### config.mk
export PLATFORM = sky130hd
export DESIGN_NAME = qif_neuron_array_flat
export DESIGN_NICKNAME = d
export VERILOG_FILES = /design/src/rtl/qif_pkg.sv /design/src/rtl/qif_neuron_array_if.sv /design/src/rtl/qif_update.sv /design/src/rtl/qif_neuron_array.sv /design/src/flat_wrapper.sv
export SDC_FILE = /design/constraint.sdc
export NUM_CORES = 1
export LEC_CHECK = 0
export ABC_AREA = 1
export CAP_MARGIN = 40
export CORE_ASPECT_RATIO = 0.8
export CORE_MARGIN = 2
export CORE_UTILIZATION = 62
export DETAILED_ROUTE_END_ITERATION = 7
export PLACE_DENSITY_LB_ADDON = 0.2
export SYNTH_ARGS = -nofsm -noshare
export SYNTH_HDL_FRONTEND = slang
export SYNTH_HIERARCHICAL = 1
export SYNTH_SLANG_ARGS = --single-unit
### constraint.sdc
create_clock -name clk -period 19.31 [get_ports clk]
set_input_delay 3.862 -clock clk [delete_from_list [all_inputs] [get_ports clk]]
set_output_delay 3.862 -clock clk [all_outputs]
set_load 0.05 [all_outputs]
### src/rtl/qif_pkg.sv
// Shared constants, FSM state type and sizing helper for the QIF neuron array.
// Latency: n/a (declarations only).
// Backpressure: n/a.
package qif_pkg;

  localparam int QIF_WIDTH        = 8;
  localparam int QIF_N_NEURONS    = 4;
  localparam int QIF_V_REST       = 32;
  localparam int QIF_V_TH         = 200;
  localparam int QIF_V_RESET      = 16;
  localparam int QIF_SQ_SHIFT     = 5;
  localparam int QIF_REFRAC_STEPS = 2;

  typedef enum logic [1:0] {
    IDLE   = 2'd0,
    UPDATE = 2'd1,
    DONE   = 2'd2
  } state_t;

  // Bits needed to index n items; never less than one bit.
  function automatic int idx_w(input int n);
    return (n <= 1) ? 1 : $clog2(n);
  endfunction

endpackage

### src/rtl/qif_neuron_array_if.sv
// Step request / current / spike / readback bundle of the QIF neuron array.
// Latency: n/a (wires only).
// Backpressure: step is only taken while the array is idle; busy tells the driver.
interface qif_neuron_array_if #(
  parameter int WIDTH     = 8,
  parameter int N_NEURONS = 4,
  parameter int IW        = 2
);
  logic                       step;
  logic [N_NEURONS*WIDTH-1:0] i_cur;
  logic                       busy;
  logic                       done;
  logic [N_NEURONS-1:0]       spikes;
  logic [IW-1:0]              rd_sel;
  logic [WIDTH-1:0]           rd_v;

  modport master (output step, i_cur, rd_sel, input busy, done, spikes, rd_v);
  modport slave  (input step, i_cur, rd_sel, output busy, done, spikes, rd_v);
endinterface

### src/rtl/qif_update.sv
// Shared combinational QIF update: v_next = clamp(v + (v-V_REST)^2>>SQ_SHIFT + i), spike on threshold.
// Latency: zero (pure combinational).
// Backpressure: none.
module qif_update import qif_pkg::*; #(
  parameter int WIDTH    = QIF_WIDTH,
  parameter int V_REST   = QIF_V_REST,
  parameter int V_TH     = QIF_V_TH,
  parameter int V_RESET  = QIF_V_RESET,
  parameter int SQ_SHIFT = QIF_SQ_SHIFT
) (
  input  logic [WIDTH-1:0]        v,
  input  logic signed [WIDTH-1:0] i,
  input  logic                    refr_act,
  output logic [WIDTH-1:0]        v_next,
  output logic                    spike
);
  // Wide enough that the square and the three-way sum never overflow.
  localparam int SW   = 2*WIDTH + 4;
  localparam int MAXV = (1 << WIDTH) - 1;

  logic signed [SW-1:0] d, prod, q, s;
  logic [WIDTH-1:0]     v_clamp;

  // Full-precision integrate, clamp to the unsigned range, then apply threshold/refractory.
  always_comb begin
    d       = $signed({{(SW-WIDTH){1'b0}}, v}) - SW'(V_REST);
    prod    = d * d;
    q       = prod >>> SQ_SHIFT;
    s       = $signed({{(SW-WIDTH){1'b0}}, v}) + q + $signed({{(SW-WIDTH){i[WIDTH-1]}}, i});
    v_clamp = s[WIDTH-1:0];
    if (s < 0)
      v_clamp = '0;
    else if (s > SW'(MAXV))
      v_clamp = '1;
    v_next = v_clamp;
    spike  = 1'b0;
    if (refr_act) begin
      v_next = WIDTH'(V_RESET);
    end else if (v_clamp >= WIDTH'(V_TH)) begin
      v_next = WIDTH'(V_RESET);
      spike  = 1'b1;
    end
  end
endmodule

### src/rtl/qif_neuron_array.sv
// N QIF neurons on one time-multiplexed datapath; optional refractory via QIF_REFRACTORY_EN.
// Latency: step at cycle t -> neuron k written end of t+1+k, done pulse at t+N+1.
// Backpressure: step ignored while busy (no queueing); next step accepted from t+N+2.
module qif_neuron_array import qif_pkg::*; #(
  parameter int WIDTH        = QIF_WIDTH,
  parameter int N_NEURONS    = QIF_N_NEURONS,
  parameter int V_REST       = QIF_V_REST,
  parameter int V_TH         = QIF_V_TH,
  parameter int V_RESET      = QIF_V_RESET,
  parameter int SQ_SHIFT     = QIF_SQ_SHIFT,
  parameter int REFRAC_STEPS = QIF_REFRAC_STEPS
) (
  input logic              clk,
  input logic              rst,
  qif_neuron_array_if.slave bus
);
  localparam int IW = idx_w(N_NEURONS);
  localparam int RW = idx_w(REFRAC_STEPS + 1);

  state_t                     state, state_nxt;
  logic [IW-1:0]              idx;
  logic [WIDTH-1:0]           v [N_NEURONS];
  logic [N_NEURONS*WIDTH-1:0] cur_sh;
  logic [N_NEURONS-1:0]       spk_sh;
  logic [N_NEURONS-1:0]       spikes_q;
  logic [WIDTH-1:0]           v_next;
  logic                       spk_next;
  logic                       refr_act;
  logic                       last;
  logic                       busy_c, done_c;

  assign last = (idx == IW'(N_NEURONS - 1));

  // State register.
  always_ff @(posedge clk or posedge rst) begin
    if (rst) state <= IDLE;
    else     state <= state_nxt;
  end

  // Next-state and status outputs.
  always_comb begin
    state_nxt = state;
    busy_c    = 1'b0;
    done_c    = 1'b0;
    case (state)
      IDLE:    if (bus.step) state_nxt = UPDATE;
      UPDATE:  begin busy_c = 1'b1; if (last) state_nxt = DONE; end
      DONE:    begin busy_c = 1'b1; done_c = 1'b1; state_nxt = IDLE; end
      default: state_nxt = IDLE;
    endcase
  end

  assign bus.busy   = busy_c;
  assign bus.done   = done_c;
  assign bus.spikes = spikes_q;
  assign bus.rd_v   = (int'(bus.rd_sel) < N_NEURONS) ? v[bus.rd_sel] : '0;

  qif_update #(
    .WIDTH(WIDTH), .V_REST(V_REST), .V_TH(V_TH), .V_RESET(V_RESET), .SQ_SHIFT(SQ_SHIFT)
  ) u_update (
    .v        (v[idx]),
    .i        (cur_sh[int'(idx)*WIDTH +: WIDTH]),
    .refr_act (refr_act),
    .v_next   (v_next),
    .spike    (spk_next)
  );

  // Shadow capture on accept, one membrane write per UPDATE cycle, spike publish in DONE.
  always_ff @(posedge clk or posedge rst) begin
    if (rst) begin
      for (int k = 0; k < N_NEURONS; k++) v[k] <= WIDTH'(V_REST);
      cur_sh   <= '0;
      spk_sh   <= '0;
      spikes_q <= '0;
      idx      <= '0;
    end else begin
      case (state)
        IDLE: if (bus.step) begin
          cur_sh <= bus.i_cur;
          spk_sh <= '0;
          idx    <= '0;
        end
        UPDATE: begin
          v[idx]      <= v_next;
          spk_sh[idx] <= spk_next;
          idx         <= idx + 1'b1;
        end
        DONE:    spikes_q <= spk_sh;
        default: ;
      endcase
    end
  end

`ifdef QIF_REFRACTORY_EN
  logic [RW-1:0] refr [N_NEURONS];

  assign refr_act = (refr[idx] != '0);

  // Per-neuron refractory countdown, armed by a spike and consumed one step at a time.
  always_ff @(posedge clk or posedge rst) begin
    if (rst) begin
      for (int k = 0; k < N_NEURONS; k++) refr[k] <= '0;
    end else if (state == UPDATE) begin
      if (refr[idx] != '0)
        refr[idx] <= refr[idx] - 1'b1;
      else if (spk_next)
        refr[idx] <= RW'(REFRAC_STEPS);
    end
  end
`else
  logic unused_refr;
  assign refr_act    = 1'b0;
  assign unused_refr = ^RW'(REFRAC_STEPS);
`endif

endmodule

### src/flat_wrapper.sv
// flat-port wrapper written by rule: the top's interface ports become plain ports
module qif_neuron_array_flat import qif_pkg::*;
#(
  parameter int WIDTH        = QIF_WIDTH,
  parameter int N_NEURONS    = QIF_N_NEURONS,
  parameter int V_REST       = QIF_V_REST,
  parameter int V_TH         = QIF_V_TH,
  parameter int V_RESET      = QIF_V_RESET,
  parameter int SQ_SHIFT     = QIF_SQ_SHIFT,
  parameter int REFRAC_STEPS = QIF_REFRAC_STEPS
)
  (clk, rst, bus_step, bus_i_cur, bus_rd_sel, bus_busy, bus_done, bus_spikes, bus_rd_v);
  qif_neuron_array_if #(.WIDTH(WIDTH), .N_NEURONS(N_NEURONS), .IW((idx_w((QIF_N_NEURONS))))) bus_i ();
  input logic clk;
  input logic rst;
  input wire logic [$bits(bus_i.step)-1:0] bus_step;
  input wire logic [$bits(bus_i.i_cur)-1:0] bus_i_cur;
  input wire logic [$bits(bus_i.rd_sel)-1:0] bus_rd_sel;
  output wire logic [$bits(bus_i.busy)-1:0] bus_busy;
  output wire logic [$bits(bus_i.done)-1:0] bus_done;
  output wire logic [$bits(bus_i.spikes)-1:0] bus_spikes;
  output wire logic [$bits(bus_i.rd_v)-1:0] bus_rd_v;
  assign bus_i.step = bus_step;
  assign bus_i.i_cur = bus_i_cur;
  assign bus_i.rd_sel = bus_rd_sel;
  assign bus_busy = bus_i.busy;
  assign bus_done = bus_i.done;
  assign bus_spikes = bus_i.spikes;
  assign bus_rd_v = bus_i.rd_v;
  qif_neuron_array #(.WIDTH(WIDTH), .N_NEURONS(N_NEURONS), .V_REST(V_REST), .V_TH(V_TH), .V_RESET(V_RESET), .SQ_SHIFT(SQ_SHIFT), .REFRAC_STEPS(REFRAC_STEPS)) u_core (.clk(clk), .rst(rst), .bus(bus_i));
endmodule
==> metrics <==
final core occ 70.3%; arrival time worst endpoint 6.18 ns; initial antenna violation count 0; row count 37; clock sink total 76; post-synthesis sequential area ratio 23.4%; crit-path max FO 32; CTS Root Cell clkbuf_16; critical path endpoint category output port; chip width 132 µm; Syn Inst Count 1065; Hold Buf Count CTS 0; CTS resizes 0; via density per instance 5.10; # H-tree levels 3; CTS buffer count 9; Placeable Area 0.0129 mm²; total gr overflow 0; clk_skew 0.00722 ns; clock buffer depth 2; via count 6549; TNS Setup 0 ns; Iter 0 DRT Violations 415; required time of the critical path 15.45 ns; final std cell area, no fill 0.00905 mm²; clk slew on worst S/H paths 0.06 ns; status finished clean; Area contributors post-synth dfrtp_1, fa_1, nand2_1, ha_1, inv_1; Final HPWL DP 13800 µm; Synth top cells by count nand2_1, inv_1, dfrtp_1, nor2_1, ha_1; final WL 17600 µm; CTS tree built; Period minus WS final 10.04 ns; Startpoint Class input pin; max_slew headroom 39.8%; wire per inst 13.7 µm; Async SR Flop Fraction 100%; global-route wire length before repair 30400 µm; Die Ht 107 µm; ys flop type dfrtp_1; Synth area leader dfrtp_1; pre-CTS WS 9.36 ns; RSZ-0062 raised after global routing no; Cell variety after synth 41; GPL Wtd Cong 0.937; cell area after synthesis 0.00816 mm²; Crit Path Category in -> out; nets 1278; Mean Syn Cell Area 7.66 µm²; Pins Over Slew Limit 0; HP Class reg -> reg; Seq cells post-synth 76; Tcrit/Tclk final 52.0%; Synth top area share 22.1%; vias in the first global route 6285; antenna-violating nets left 0; Final setup viols 0; initial core utilization 63.4%; clock insertion delay at the later pin of the skew report 0.33 ns; n_diodes 0; Post-CTS Setup Bufs 0; largest net degree at the start of global routing 58; DRC 0; most instantiated library cell after synthesis nand2_1; die area 0.0141 mm²; Ys Warns 6; fmax 99.6 MHz; PortBufs 50; total of max-cap violations 0; Placement Cell Area 0.00872 mm²; Layout area overhead 11.0%; GRT Overall Usage 26.7%; Ports 51; final hold violations 0; final worst slack 9.27 ns; Worst Tran Pin Value 0.901 ns; layout cells sized above 1 8.12%; Post-synth EDFFs 0; First-pass DRT Iterations 5
==> sequential cells by signal, indices dropped and copies added, names as in the netlist <==
| register | cells |
|---|---|
| u_core/bus.spikes | 4 |
| u_core/state | 2 |
| u_core/idx | 2 |
| u_core/spk_sh | 4 |
| u_core/v | 32 |
| u_core/cur_sh | 32 |
==> layer usage <==
metal	track usage [%]	vias up	routed length (µm)
met3	4.54	2	1000
met2	40.5	180	7790
li1	-	3315	-
met5	0	-	0
met4	3.38	0	25
met1	41.4	3052	8770
==> per-stage QoR <==
stage / hold WS [ns] / instances
floorplan: 0.436 / 1067
global placement: 0.456 / 1266
detailed placement: 0.458 / 1267
CTS: 0.472 / 1283
global route: 0.499 / 1283
finish: 0.474 / 1283
==> final cells by class <==
class                   instances  area (µm²)
clock buffers                  12         267
clock inverters                 4        70.1
fillers                      1107        3820
inverters                     221         835
multi-input cells             741        5200
flip-flops and latches         76        1910
well taps                     175         219
repair buffers                 54         551
==> layout by cell type (no fill, tap or decap), drive strengths merged, types with 2 or more instances in the layout <==
cell type      count
bufinv             2
o211ai            17
fa                68
nand3b             3
xor2              12
or2                2
o21ai             71
conb               4
a21oi             35
ha                70
nand2            296
nand4              6
mux2               4
nor2              86
dfrtp             72
nand3             44
clkinv             2
clkdlybuf4s50     50
xnor2             14
dfstp              4
nor3               2
a21o               2
buf                4
clkbuf            12
inv              221
==> final timing paths <==
check                                       start                 to  slack, ns  cells past startpoint
worst min register to register  u_core/cur_sh[28]  u_core/cur_sh[28]       0.47                      2
worst min-delay path            u_core/cur_sh[28]  u_core/cur_sh[28]       0.47                      2
min in group asynchronous                     rst  u_core/cur_sh[29]       3.88                      3
worst max register to register      u_core/idx[0]       u_core/v[27]       9.72                     40
max in group asynchronous                     rst       u_core/v[29]      14.83                      4
worst max-delay path                bus_rd_sel[0]        bus_rd_v[7]       9.27                      6
==> worst max-delay path, stage by stage <==
cell and delay (ns):
clkdlybuf4s50_1 1.06, nand2_1 0.15, o21ai_0 0.12, nand2_1 0.09
nand2_1 0.09, clkdlybuf4s50_1 0.80
==> cell families (layout without fill, tap and decap cells) <==
family / count (synthesis) / after routing / synth area share, %
AND/OR/NAND/NOR: 440 / 440 / 23.2
adder cells (fa/ha/maj): 138 / 138 / 27.4
AO/OA/AOI/OAI: 129 / 129 / 9.63
multiplexers: 4 / 4 / 0.552
flip-flops: 76 / 76 / 23.4
other: 2 / 4 / 0.0921
XOR/XNOR: 26 / 26 / 2.79
buffers and inverters: 250 / 291 / 12.9
Power is left out: the tool's default activity adds up to more than one toggle a clock period on the data nets, which glitch-free logic cannot reach.
